[src/rtl/uart_tx_fifo.sv]
`default_nettype none
// ============================================================================
//  Module      : uart_tx_fifo
//  Description : Transmit half of the board UART. Bytes pushed by the host
//                are queued in a small FIFO and serialised as 8N1 frames,
//                LSB first, on tx. Line timing is 16x oversampled with DVSR
//                clk per tick, matching the companion receiver.
//  Ports       : clk        in   system clock, rising edge
//                reset_pin  in   synchronous reset, active-high
//                wr_tx_pin  in   active-low write strobe (one byte per clk)
//                w_data     in   byte pushed when wr_tx_pin is sampled 0
//                tx         out  serial line, idle high, registered
//                tx_full    out  FIFO full (registered)
//                tx_empty   out  FIFO empty (registered)
//                tx_busy    out  frame in progress (registered)
//  Revision    : 1.0  initial release
// ============================================================================
module uart_tx_fifo #(
    parameter int DBIT    = 8,
    parameter int SB_TICK = 16,
    parameter int DVSR    = 27,
    parameter int DVSR_W  = 5,
    parameter int FIFO_W  = 2
) (
    input  logic            clk,
    input  logic            reset_pin,
    input  logic            wr_tx_pin,
    input  logic [DBIT-1:0] w_data,
    output logic            tx,
    output logic            tx_full,
    output logic            tx_empty,
    output logic            tx_busy
);

    localparam int c_DEPTH = 2 ** FIFO_W;
    localparam int c_S_W   = (SB_TICK > 16) ? $clog2(SB_TICK) : 4;
    localparam int c_N_W   = (DBIT > 1) ? $clog2(DBIT) : 1;

    typedef enum logic [1:0] {
        IDLE  = 2'd0,
        START = 2'd1,
        DATA  = 2'd2,
        STOP  = 2'd3
    } state_t;

    // FIFO storage and bookkeeping
    logic [DBIT-1:0]   r_mem [0:c_DEPTH-1];
    logic [FIFO_W-1:0] r_wr_ptr;
    logic [FIFO_W-1:0] r_rd_ptr;
    logic [FIFO_W:0]   r_count;
    logic              r_full;
    logic              r_empty;

    // Transmitter state
    state_t            r_state;
    logic [c_S_W-1:0]  r_s;
    logic [c_N_W-1:0]  r_n;
    logic [DBIT-1:0]   r_b;
    logic [DVSR_W-1:0] r_baud;
    logic              r_tx;
    logic              r_busy;

    // Next-state values
    state_t            w_state_next;
    logic [c_S_W-1:0]  w_s_next;
    logic [c_N_W-1:0]  w_n_next;
    logic [DBIT-1:0]   w_b_next;
    logic              w_tx_next;
    logic              w_pop;
    logic              w_push;
    logic              w_tick;
    logic [FIFO_W:0]   w_count_next;

    // A push against a full FIFO is dropped even if the FSM pops this cycle.
    assign w_push = !wr_tx_pin && !r_full;
    assign w_tick = (r_baud == DVSR_W'(DVSR - 1));

    // ------------------------------------------------------------------
    // Next-state / datapath logic
    // ------------------------------------------------------------------
    always_comb begin
        w_state_next = r_state;
        w_s_next     = r_s;
        w_n_next     = r_n;
        w_b_next     = r_b;
        w_pop        = 1'b0;

        case (r_state)
            IDLE: begin
                if (!r_empty) begin
                    w_pop        = 1'b1;
                    w_b_next     = r_mem[r_rd_ptr];
                    w_s_next     = '0;
                    w_state_next = START;
                end
            end
            START: begin
                if (w_tick) begin
                    if (r_s == c_S_W'(15)) begin
                        w_s_next     = '0;
                        w_n_next     = '0;
                        w_state_next = DATA;
                    end else begin
                        w_s_next = r_s + 1'b1;
                    end
                end
            end
            DATA: begin
                if (w_tick) begin
                    if (r_s == c_S_W'(15)) begin
                        w_s_next = '0;
                        w_b_next = r_b >> 1;
                        if (r_n == c_N_W'(DBIT - 1)) begin
                            w_state_next = STOP;
                        end else begin
                            w_n_next = r_n + 1'b1;
                        end
                    end else begin
                        w_s_next = r_s + 1'b1;
                    end
                end
            end
            STOP: begin
                if (w_tick) begin
                    if (r_s == c_S_W'(SB_TICK - 1)) begin
                        // Chain straight into the next frame when data waits.
                        if (!r_empty) begin
                            w_pop        = 1'b1;
                            w_b_next     = r_mem[r_rd_ptr];
                            w_s_next     = '0;
                            w_state_next = START;
                        end else begin
                            w_state_next = IDLE;
                        end
                    end else begin
                        w_s_next = r_s + 1'b1;
                    end
                end
            end
            default: w_state_next = IDLE;
        endcase

        // tx is registered from the state being entered, so the start bit
        // appears on the same edge that pops the byte.
        case (w_state_next)
            START:   w_tx_next = 1'b0;
            DATA:    w_tx_next = w_b_next[0];
            default: w_tx_next = 1'b1;
        endcase
    end

    always_comb begin
        w_count_next = r_count;
        if (w_push && !w_pop) begin
            w_count_next = r_count + 1'b1;
        end else if (!w_push && w_pop) begin
            w_count_next = r_count - 1'b1;
        end
    end

    // ------------------------------------------------------------------
    // Registers
    // ------------------------------------------------------------------
    always_ff @(posedge clk) begin
        if (reset_pin) begin
            r_state  <= IDLE;
            r_s      <= '0;
            r_n      <= '0;
            r_b      <= '0;
            r_baud   <= '0;
            r_tx     <= 1'b1;
            r_busy   <= 1'b0;
            r_wr_ptr <= '0;
            r_rd_ptr <= '0;
            r_count  <= '0;
            r_full   <= 1'b0;
            r_empty  <= 1'b1;
        end else begin
            r_state <= w_state_next;
            r_s     <= w_s_next;
            r_n     <= w_n_next;
            r_b     <= w_b_next;
            // Divider idles at 0 so every frame is timed from its own start edge.
            r_baud  <= (r_state == IDLE || w_tick) ? '0 : r_baud + 1'b1;
            r_tx    <= w_tx_next;
            r_busy  <= (w_state_next != IDLE);
            if (w_push) begin
                r_wr_ptr <= r_wr_ptr + 1'b1;
            end
            if (w_pop) begin
                r_rd_ptr <= r_rd_ptr + 1'b1;
            end
            r_count <= w_count_next;
            r_full  <= (w_count_next == (FIFO_W + 1)'(c_DEPTH));
            r_empty <= (w_count_next == '0);
        end
    end

    always_ff @(posedge clk) begin
        if (w_push && !reset_pin) begin
            r_mem[r_wr_ptr] <= w_data;
        end
    end

    assign tx       = r_tx;
    assign tx_full  = r_full;
    assign tx_empty = r_empty;
    assign tx_busy  = r_busy;

endmodule
`default_nettype wire

[config.mk]
export PLATFORM = sky130hd
export DESIGN_NAME = uart_tx_fifo
export DESIGN_NICKNAME = d
export VERILOG_FILES = /design/src/rtl/uart_tx_fifo.sv
export SDC_FILE = /design/constraint.sdc
export NUM_CORES = 1
export LEC_CHECK = 0
export CAP_MARGIN = 20
export CORE_ASPECT_RATIO = 1.2
export CORE_UTILIZATION = 50
export DETAILED_ROUTE_END_ITERATION = 8
export PLACE_DENSITY = 0.68
export SLEW_MARGIN = 30
export SYNTH_ARGS = -nofsm -noshare
export SYNTH_HDL_FRONTEND = slang
export SYNTH_SLANG_ARGS = --single-unit
[constraint.sdc]
create_clock -name clk -period 2.31 [get_ports clk]
set_input_delay 0.462 -clock clk [delete_from_list [all_inputs] [get_ports clk]]
set_output_delay 0.462 -clock clk [all_outputs]
set_load 0.05 [all_outputs]
==> run metrics, run 1 <==
Setup Crit Path Kind register to register; net count after synthesis 283; signal arrival time at the worst endpoint 2.30 ns; number of warnings reported in the yosys synthesis log 0; final antenna-violating net count 0; post-synthesis cell area 3070 µm²; Clock Pin Slew Worst Setup and Hold Paths 0.07 ns; result of the run finished, final reports clean; standby leakage power 1.24 nW; Synth async-reset ratio 0%; GPL Wtd Cong 0.756; clock tree from TritonCTS built; global-route met3 utilization 4.37%; final number of max-transition violations 0; switching portion of total power about 34%; reported net switching power ~0.0012 W; count of buffers from port buffering 14; root buffer cell clkbuf_8; setup TNS after final layout 0 ns; via density per instance 5.39; sequential cell fraction of total power 44.4%; placed cells 345; CTS HTree Levels 3; power per standard cell area 999 nW/µm²; number of setup violations in the final report 0; minimum setup slack in the final design about 0.23 ns; leftover overflow at the end of global routing 0; Final Hold Vio Count 0; layout overhead on the synthesized area 12.9%; total CTS buffers 9; Resized Gates After CTS 0; Global Route met1 Usage 21.8%; share of post-route cells with drive strength above 1 ~16%; routed length per placed instance ~14 µm; sort of element at the start of the critical path register; actual transition at the worst max-transition pin about 0.5 ns; area of combinational cells with multiple inputs 1320 µm²; Post-CTS Setup Repair Bufs 0; endpoint class of the critical path register; headroom to the max-slew limit between 60% and 70%; post-synth top area cell edfxtp_1; proportion of power drawn by combinational gates 31.9%; maximum number of buffers from clock root to sink 2; GRT met2 Usage between 30% and 40%; Max Fanout on Critical Path 6; biggest area contributors in the synthesized netlist edfxtp_1 (31%), dfxtp_1 (23%), ha_1 (6.5%); WP data required 2.54 ns; smallest hold slack roughly 0.47 ns; number of clock sinks 67; share of the synthesized area in the top cell type 31.3%; highest clock frequency the design can meet 0.482 GHz; Final period util between 80% and 90%; setup repair after global routing missed its margin no; sequential element share of the synthesized area 54.2%; min Tclk post-route 2.08 ns; Initial DRC Count 89; core area 5780 µm²; number of instances in the synthesized netlist roughly 260; count of maximum capacitance violations 0; leading cell types by count after synthesis dfxtp_1 (35), nor2_1 (35), edfxtp_1 (32); initial antenna violation count 0; final non-filler cell total 361; clock latency on the worst-skew pair 0.34 ns; DPL Wire Length 3620 µm; Antenna Cells 0; worst slack at placement around 0.18 ns; Filler Cells Inserted roughly 500; top-level port count 15; chip height slightly below 90 µm; row count 30; syn_area_per_cell about 12 µm²; share of power burned in the clock network 23.7%; Final nets 303; number of unique standard cell types used by synthesis 46; post-synthesis register bit count 67; most utilized layer in the global route result met2; global-route wire length before repair 8650 µm; final worst clock skew 0.00865 ns; via count of the first global-routing pass 1,887; Worst VDD drop 517 µV; FF/Latch Area 1660 µm²; total wire length slightly above 5000 µm; routed vias 1,944; length of the first detailed-routing pass in iterations 4; Die X 73.5 µm; overall power consumption 0.00346 W; largest net degree at the start of global routing 28; total global-route track usage around 18%; number of enable flip-flop cells after synthesis 32; Top FF cell, synth dfxtp_1; floorplan die area 6450 µm²; quantity of hold-fixing buffers added after cts 0; worst hold path class register to register; starting utilization of the core area between 50% and 60%; residual DRC count 0; Internal 0.00229 W
per-layer routing:
layer | part of all wire [%] | up-vias
met5 | 0 | -
met2 | 50 | 25
met1 | 45 | 919
met4 | 2.6 | 0
met3 | 2.2 | 13
li1 | - | 987
worst paths after layout:
kind | end | slack [ns] | cells past startpoint | startpoint
setup / recovery | tx_full | 0.23 | 7 | r_state[0]
hold / removal | r_baud[0] | 0.47 | 1 | r_baud[0]
setup reg to reg | tx_full | 0.23 | 7 | r_state[0]
hold reg to reg | r_baud[0] | 0.47 | 1 | r_baud[0]
worst max-delay path: stages, from the launching register on:
cell and delay, ns:
dfxtp_1 0.41, inv_1 0.12, ha_1 0.35, nor2_1 0.30, a21oi_4 0.13, a22oi_2 0.22
mux2_4 0.33, nor2b_1 0.13
per-stage QoR:
stage | area, µm² | util (%)
finish | 3460 | 59.9
global route | 3460 | 59.9
CTS | 3460 | 59.9
detailed placement | 3290 | 57.0
global placement | 3290 | 57.0
floorplan | 3070 | -
cell usage in the layout (no fill, tap or decap), types with 3 or more instances in the layout:
cell and n:
clkdlybuf4s50_1 14, xnor2_1 4, a211oi_1 3, a32o_1 6, nor3_1 7, clkinvlp_4 3
nand2_1 12, buf_4 5, edfxtp_1 32, and3_1 5, dfxtp_1 35, ha_1 16
nor2_1 35, clkbuf_8 9, mux4_2 7, o21ai_0 7, inv_1 9, a21oi_1 13
xor2_1 3, mux2i_1 4, nand3_1 5, a22oi_1 11
cell type report:
cell class,count,area share (%)
flip-flops and latches,67,48.0
clock buffers,9,3.58
clock inverters,7,1.30
multi-input cells,170,38.1
well taps,80,2.89
inverters,9,0.976
repair buffers,19,5.13
registers in the layout, indices dropped and copies added (netlist names), named ones only:
register / cells
r_mem: 32
r_b: 8
r_baud: 5
r_s: 4
r_count: 3
r_n: 3
r_rd_ptr: 2
r_state: 2
r_wr_ptr: 2
tx: 1
tx_busy: 1
tx_empty: 1
tx_full: 1
power by group through the flow:
stage / logic [W] / clock network, W / registers [W]
2_1_floorplan: 0.000818 / 0 / 0.00159
3_3_place_gp: 0.00110 / 0 / 0.00156
3_5_place_dp: 0.00110 / 0 / 0.00156
4_1_cts: 0.00111 / 0.000845 / 0.00154
5_1_grt: 0.00122 / 0.000902 / 0.00156
6_report: 0.00110 / 0.000821 / 0.00153
logic make-up (layout without fill, tap and decap cells):
| group | count (synthesis) | in the layout | share of synthesized area, % |
|---|---|---|---|
| compound gates | 50 | 50 | 13.3 |
| fa+ha+maj | 16 | 16 | 6.53 |
| buf+inv | 19 | 44 | 2.73 |
| simple gates | 83 | 83 | 13.6 |
| xor+xnor | 7 | 7 | 2.00 |
| mux | 14 | 14 | 7.67 |
| flops | 67 | 67 | 54.2 |
Power figures use the tool's default switching activity.
==> run 2, diff against run 1 <==
--- a/config.mk
+++ b/config.mk
@@ -10,6 +10,7 @@
 export CORE_UTILIZATION = 50
 export DETAILED_ROUTE_END_ITERATION = 8
 export PLACE_DENSITY = 0.68
+export RECOVER_POWER = 100
 export SLEW_MARGIN = 30
 export SYNTH_ARGS = -nofsm -noshare
 export SYNTH_HDL_FRONTEND = slang
==> run 2 against run 1 <==
  * Sequential cell count unchanged
  * Clock power about the same
  * Register-to-register slack got worse by 0.04 ns
  * Critical endpoint unchanged
==> run metrics, run 2 (synthesized netlist as in run 1, its figures left out) <==
Die X 73.5 µm (unchanged); count of buffers from port buffering 14 (unchanged); highest clock frequency the design can meet 0.472 GHz (was 0.482 GHz); largest registers r_mem x32, r_b x8, r_baud x5 (unchanged); clock latency on the worst-skew pair 0.34 ns (about the same); total CTS buffers 9 (unchanged); Crit. Startpoint r_baud[0] (was r_state[0]); setup repair after global routing missed its margin no (unchanged); Worst Hold Depth 1 (unchanged); total global-route track usage 18.4% (unchanged); via density per instance 5.37 (was 5.39); DPL Wire Length 3620 µm (unchanged); max reg flops 32 (unchanged); headroom to the max-slew limit 66.2% (was 66.3%); routed length per placed instance 14.3 µm (was 14.4 µm); length of the first detailed-routing pass in iterations 4 (unchanged); standby leakage power 1.24 nW (about the same); Worst VDD drop 516 µV (was 517 µV); leftover overflow at the end of global routing 0 (unchanged); actual transition at the worst max-transition pin 0.505 ns (about the same); total wire length 5170 µm (was 5190 µm); worst hold path startpoint r_baud[0] (unchanged); number of setup violations in the final report 0 (unchanged); Final nets 303 (unchanged); final number of max-transition violations 0 (unchanged); Initial DRC Count 73 (was 89); result of the run finished, final reports clean (unchanged); worst hold path class register to register (unchanged); leading cell types in the layout, fill and taps excluded nor2_1 (35), dfxtp_1 (35), edfxtp_1 (32) (unchanged); sort of element at the start of the critical path register (unchanged); setup TNS after final layout 0 ns (unchanged); residual DRC count 0 (unchanged); Post-CTS Setup Repair Bufs 0 (unchanged); top-level port count 15 (unchanged); number of clock sinks 67 (unchanged); endpoint class of the critical path register (unchanged); worst reg-to-reg path cell count 8 (was 7); layout overhead on the synthesized area 11.5% (was 12.9%); start of the worst register-to-register path r_baud[0] (was r_state[0]); Max Fanout on Critical Path 5 (was 6); Filler Cells Inserted 501 (was 490); via count of the first global-routing pass 1,887 (unchanged); root buffer cell clkbuf_8 (unchanged); share of post-route cells with drive strength above 1 14.6% (was 16.4%); Final period util 91.7% (was 89.9%); largest net degree at the start of global routing 28 (unchanged); area of combinational cells with multiple inputs 1280 µm² (was 1320 µm²); minimum setup slack in the final design 0.191 ns (was 0.234 ns); Final Hold Vio Count 0 (unchanged); Resized Gates After CTS 0 (unchanged); WP data required 2.54 ns (about the same); power per standard cell area 998 nW/µm² (was 999 nW/µm²); routed vias 1,937 (was 1,944); Clock Pin Slew Worst Setup and Hold Paths 0.07 ns (about the same); floorplan die area 6450 µm² (unchanged); row count 30 (unchanged); instance area after placement 3290 µm² (unchanged); total non-filler cell area in the finished layout 3420 µm² (was 3460 µm²); maximum number of buffers from clock root to sink 2 (unchanged); core area 5780 µm² (unchanged); Antenna Cells 0 (unchanged); clock tree from TritonCTS built (unchanged); initial antenna violation count 0 (unchanged); Setup Crit Path Kind register to register (unchanged); setup slack of the worst register-to-register path 0.19 ns (was 0.23 ns); GPL Wtd Cong 0.756 (unchanged); starting utilization of the core area 53.0% (unchanged); largest register by flop count r_mem (unchanged); worst slack at placement 0.181 ns (unchanged); final worst clock skew 0.00853 ns (was 0.00865 ns); CTS HTree Levels 3 (unchanged); quantity of hold-fixing buffers added after cts 0 (unchanged); global-route wire length before repair 8650 µm (unchanged); hold endpoint r_baud[0] (unchanged); count of maximum capacitance violations 0 (unchanged); final antenna-violating net count 0 (unchanged); FF/Latch Area 1660 µm² (unchanged); min Tclk post-route 2.12 ns (was 2.08 ns); reg-to-reg endpoint tx_full (unchanged); chip height 87.8 µm (unchanged); signal arrival time at the worst endpoint 2.35 ns (was 2.30 ns)
run 2: cell count changes in the layout (fill, tap and decap cells not counted), sizes merged:
cell	before	now
buf	5	4
clkbuf	9	10
dlygate4sd3	0	13
clkdlybuf4s50	14	1
run 2: metal layers:
metal,part of all wire [%],up-vias,track usage (%)
met1,45,923,21.8
met3,2.1,11,4.37
met2,50,16,30.5
met5,0,-,0
met4,2.3,0,10.7
li1,-,987,-
run 2: power breakdown:
part / total [W] / switching [W] / leakage (nW) / internal, W
registers: 0.00153 / 0.000130 / 0.576 / 0.00140
logic: 0.00105 / 0.000584 / 0.582 / 0.000469
clock network: 0.000823 / 0.000441 / 0.0787 / 0.000382
run 2: worst max path at each step:
| stage | end | slack, ns | cells after the start |
|---|---|---|---|
| floorplan | tx_full | 0.36 | 7 |
| global placement | tx_full | 0.20 | 6 |
| detailed placement | tx_full | 0.18 | 6 |
| CTS | tx_full | 0.23 | 7 |
| global route | tx_full | 0.05 | 8 |
| finish | tx_full | 0.19 | 8 |
run 2: per-stage QoR:
stage / std cells / utilization, % / hold WS, ns / total power (W)
floorplan: 256 / - / 0.430 / 0.00240
global placement: 345 / 57.0 / 0.448 / 0.00266
detailed placement: 345 / 57.0 / 0.457 / 0.00267
CTS: 361 / 59.9 / 0.472 / 0.00349
global route: 361 / 59.1 / 0.525 / 0.00363
finish: 361 / 59.1 / 0.467 / 0.00341
run 2: area by class of cell:
class | count | area share [%]
inverters | 9 | 0.989
flip-flops and latches | 67 | 48.6
clock buffers | 9 | 3.63
well taps | 80 | 2.93
multi-input cells | 170 | 37.4
repair buffers | 19 | 5.09
clock inverters | 7 | 1.32
run 2: critical path, cell delays in order, from the launching register on:
cell and delay (ns):
dfxtp_1 0.37, inv_1 0.06, ha_1 0.20, and4b_1 0.27
a31o_1 0.31, and3_4 0.22, a22oi_2 0.14, mux2_4 0.33
nor2b_1 0.13
==> run 3, diff against run 2 <==
--- a/config.mk
+++ b/config.mk
@@ -11,7 +11,7 @@
 export DETAILED_ROUTE_END_ITERATION = 8
 export PLACE_DENSITY = 0.68
 export RECOVER_POWER = 100
-export SLEW_MARGIN = 30
+export SLEW_MARGIN = 20
 export SYNTH_ARGS = -nofsm -noshare
 export SYNTH_HDL_FRONTEND = slang
 export SYNTH_SLANG_ARGS = --single-unit
==> results of run 3 <==
Same layout as run 2: the final DEF is identical, and so are final timing and power.
